`src/rtl/mem_port_arbiter.sv`:
```
// mem_port_arbiter: shares one single-port memory between instruction fetch and data access,
// data first, with a streak limit so that fetch is not starved.
module mem_port_arbiter #(
    parameter int DSTREAK = 4
) (
    input  logic        clk,
    input  logic        reset,
    input  logic        if_req,
    input  logic [31:0] if_addr,
    output logic [31:0] if_rdata,
    output logic        if_valid,
    input  logic        d_req,
    input  logic        d_we,
    input  logic [2:0]  d_size,
    input  logic [31:0] d_addr,
    input  logic [31:0] d_wdata,
    output logic [31:0] d_rdata,
    output logic        d_valid,
    output logic        mem_req,
    output logic        mem_we,
    output logic [2:0]  mem_size,
    output logic [31:0] mem_addr,
    output logic [31:0] mem_wdata,
    input  logic        mem_ready,
    input  logic [31:0] mem_rdata,
    output logic        stall_if,
    output logic        stall_d
);
    typedef enum logic [1:0] {IDLE, GNT_IF, GNT_D} state_t;

    localparam logic [3:0] STREAK_MAX = 4'(DSTREAK);

    state_t     state, nextState;
    logic       ifReqM, dReqM, grantD, grantIf;
    logic [3:0] streak;

    // A port is ignored in its own completion cycle so that its held req is not re-granted.
    assign ifReqM   = if_req & ~if_valid;
    assign dReqM    = d_req & ~d_valid;
    assign stall_if = if_req & ~if_valid;
    assign stall_d  = d_req & ~d_valid;

    always_ff @(posedge clk or negedge reset)
        if (!reset) state <= IDLE;
        else        state <= nextState;

    always_comb begin
        nextState = state;
        grantD    = 1'b0;
        grantIf   = 1'b0;
        case (state)
            IDLE: begin
                grantD    = dReqM & (~ifReqM | (streak != STREAK_MAX));
                grantIf   = ifReqM & ~grantD;
                nextState = grantD ? GNT_D : grantIf ? GNT_IF : IDLE;
            end
            GNT_IF:  nextState = mem_ready ? IDLE : GNT_IF;
            GNT_D:   nextState = mem_ready ? IDLE : GNT_D;
            default: nextState = IDLE;
        endcase
    end

    always_ff @(posedge clk or negedge reset) begin
        if (!reset) begin
            mem_req   <= 1'b0;
            mem_we    <= 1'b0;
            mem_size  <= 3'b000;
            mem_addr  <= 32'h0;
            mem_wdata <= 32'h0;
            if_rdata  <= 32'h0;
            d_rdata   <= 32'h0;
            if_valid  <= 1'b0;
            d_valid   <= 1'b0;
            streak    <= 4'h0;
        end else begin
            if_valid <= 1'b0;
            d_valid  <= 1'b0;
            if (grantD) begin
                mem_req   <= 1'b1;
                mem_we    <= d_we;
                mem_size  <= d_size;
                mem_addr  <= d_addr;
                mem_wdata <= d_wdata;
                if (ifReqM && streak != STREAK_MAX) streak <= streak + 4'h1;
            end else if (grantIf) begin
                mem_req  <= 1'b1;
                mem_we   <= 1'b0;
                mem_size <= 3'b010;
                mem_addr <= if_addr;
                streak   <= 4'h0;
            end
            if (state == GNT_IF && mem_ready) begin
                mem_req  <= 1'b0;
                if_valid <= 1'b1;
                if_rdata <= mem_rdata;
            end
            if (state == GNT_D && mem_ready) begin
                mem_req <= 1'b0;
                d_valid <= 1'b1;
                d_rdata <= mem_rdata;
            end
        end
    end
endmodule

```
`config.mk`:
```
export PLATFORM = sky130hd
export DESIGN_NAME = mem_port_arbiter
export DESIGN_NICKNAME = d
export VERILOG_FILES = /design/src/rtl/mem_port_arbiter.sv
export SDC_FILE = /design/constraint.sdc
export NUM_CORES = 1
export LEC_CHECK = 0
export BUFFER_PORTS_ARGS = -buffer_cell sky130_fd_sc_hd__buf_4
export CAP_MARGIN = 5
export CORE_MARGIN = 2
export CORE_UTILIZATION = 51
export DETAILED_ROUTE_END_ITERATION = 16
export GPL_TIMING_DRIVEN = 0
export PLACE_DENSITY = 0.89
export SLEW_MARGIN = 20
export SYNTH_ARGS = -nofsm -noshare
export SYNTH_HDL_FRONTEND = slang
export SYNTH_SLANG_ARGS = --single-unit
```
`constraint.sdc`:
```
create_clock -name clk -period 3.3 [get_ports clk]
set_clock_uncertainty 0.15 [all_clocks]
set_input_delay 0.165 -clock clk [delete_from_list [all_inputs] [get_ports clk]]
set_output_delay 0.165 -clock clk [all_outputs]
set_load 0.005 [all_outputs]
```
==> results.ini <==
[yosys]
syn_avg_cell_area_um2=16.2
synth.area.top_cells=dfrtp_1 (59%), mux2_2 (20%), mux2_4 (14%)
synth_top_cell_by_area=dfrtp_1
synthesis.nets=508
yosysMostFrequentCell=dfrtp_1
ys_warn_count=0
synth_edf_count=0
synth_top_area_share_pct=59.0
synthTopCellsByCount=dfrtp_1 (141), mux2_2 (104), mux2_4 (56)
synthCells=369
ys_seq_area_share_pct=59.0
synth_flop_cell=dfrtp_1
ys_ff_latch=141
synthesis.area_um2=5980
async_reset_ff_share_pct=100
synth.distinct_cells=29

[setup_path]
crit_slowest_cell=dlygate4sd3_1
endpoint_kind=register
critPathKind=register to register
max_stage_delay_ns=0.57
start_kind=register
cp_max_fo=10
cpLargestDelayFamily=buffers and inverters
path_cells=inv_1 -> ha_1 -> nand3b_1 -> o211ai_1 -> buf_4 -> buf_2 -> mux2_2 -> dlygate4sd3_1
cp_num_buf_inv=4
cp.required_ns=3.45
cp.arrival_ns=3.10

[timing]
hold_slack_ns=0.0952
hold_viol_final=0
finalMaxSlewViolations=0
tightestPinTransition_ns=0.851
rsz0062_at_grt=no
setup_tns_ns=0
fmax_mhz=338
slew_headroom_pct=42.5
setup_violations=0
period_share_pct=89.6
min_period_ns=2.96

[final_layout]
seqCellArea_um2=3530
fin_nets=937
nFillCells=448
multi_input_area_um2=2290
drive_above_1_share_pct=59.1
syn_to_final_growth_pct=70.7

[cts]
clock_latency_ns=0.42
tritoncts=done
clock-sinks=141
htree_levels=4
cts-buffers-inserted=17
cts.path.max_buffers=2
clkTransAtPathRegs_ns=0.06
ctsResizeCount=0
cts_root_buf=clkbuf_16

[placed_design]
routabilityCongestion=0.817
dpl.hpwl_mm=11.7
portBuffers=273

[die]
die_h_um=112
die-width_um=112
rows=39
initial_core_util_pct=52.3
die_area_um2=12600
ios=274
coreArea_um2=11400

[pwr]
power_density_nw_per_um2=974
peakVddDrop_mv=0.653
p_leak_nw=5.03

[run]
max-cap-violations=0

[global_route]
grt_start_max_net_pins=89
grt_util_all_layers_pct=37.8
antenna_found_initial=1
grt_pass1_wl_mm=35.6
grt-ovfl-total=0
grt_pass1_vias=5880

[detailed_routing]
drtIter0Drc=360
drt_pass1_iterations=4
drc=0
totalWireLength_mm=23.1
wl_per_cell_um=24.2
vias_per_cell=5.43
vias=5184
ant_nets=0

[worst_hold_path]
hp-class=primary input to asynchronous set/reset pin

[run_status]
outcome=complete, no violations

==> power by group <==
group	total, mW	internal (mW)	switching [mW]
logic	4.70	2.98	1.72
clock network	1.98	1.23	0.753
registers	3.25	2.62	0.635
total	9.93	6.82	3.11
==> metal layers <==
metal / GRT usage, % / wire length, um / vias to the layer above
met2: 67.2 / 12100 / 319
met3: 11.0 / 1790 / 78
met5: 0 / 0 / -
met4: 18.0 / 979 / 0
met1: 41.7 / 8300 / 2605
li1: - / - / 2182
==> metrics by stage <==
step / util [%] / instance area [um^2] / instances / total power, mW / worst slack [ns]
2_1_floorplan: - / 5980 / 369 / 5.11 / 1.20
5_1_grt: 89.3 / 10200 / 955 / 10.3 / 0.250
4_1_cts: 89.2 / 10200 / 952 / 9.51 / 0.277
3_3_place_gp: 71.9 / 8210 / 785 / 6.85 / 0.902
6_report: 89.3 / 10200 / 955 / 9.93 / 0.343
3_5_place_dp: 72.2 / 8240 / 786 / 7.05 / 0.838
==> final cells by class <==
cell class | count | share of cell area, %
diodes | 1 | 0.0245
plain buffers | 20 | 1.26
repair buffers | 410 | 33.7
inverters | 8 | 0.294
clock inverters | 11 | 1.39
clock buffers | 21 | 4.51
flip-flops and latches | 141 | 34.6
multi-input cells | 200 | 22.4
well taps | 143 | 1.75
==> sequential cells by signal (all words and copies together), names as in the netlist <==
register	count
mem_req	1
if_rdata	32
state	2
if_valid	1
d_valid	1
mem_addr	32
mem_size	3
d_rdata	32
mem_we	1
mem_wdata	32
streak	4
==> worst paths after layout <==
check	start	endpoint	slack, ns	depth (start not counted)
max	streak[0]	mem_addr[2]	0.34	8
min	reset	d_rdata[30]	0.1	2
max reg2reg	streak[0]	mem_addr[2]	0.34	8
min reg2reg	d_rdata[31]	d_rdata[31]	0.36	1
max in group asynchronous	reset	mem_wdata[16]	2.13	3
min in group clk	if_req	state[0]	0.10	4
==> cells by family after synthesis <==
| kind of cell | after synthesis | share of synthesized area (%) |
|---|---|---|
| multiplexers | 160 | 33.7 |
| flip-flops | 141 | 59.0 |
| buffers and inverters | 28 | 2.66 |
| AND/OR/NAND/NOR | 22 | 2.22 |
| AO/OA/AOI/OAI | 16 | 2.01 |
| adder cells (fa/ha/maj) | 2 | 0.419 |
==> what timing repair did <==
action                                 CTS  global route
setup buffers                            0             2
hold buffers                           134             0
setup endpoints to repair                0             1
endpoints found under the hold margin  276             0
==> layout by cell type (no fill, tap or decap), drive strengths merged <==
cell	Yosys	routed
bufinv	0	3
mux2	160	160
nand2b	3	3
nand3	1	1
and3	1	1
clkinv	0	8
or3	1	1
or4b	1	1
diode	0	1
nor4b	1	1
o21ai	2	2
dfrtp	141	141
nor2b	1	1
o22ai	1	1
a211o	1	1
dlygate4sd3	0	134
ha	2	2
nand4	3	3
nand3b	3	3
nor2	1	1
buf	12	288
o311ai	1	1
a2bb2oi	1	1
a22o	4	4
a21oi	2	2
inv	8	8
o211a	1	1
clkbuf	8	29
o211ai	3	3
nand2	6	6
No activity file was read; power rests on OpenSTA's default activity.
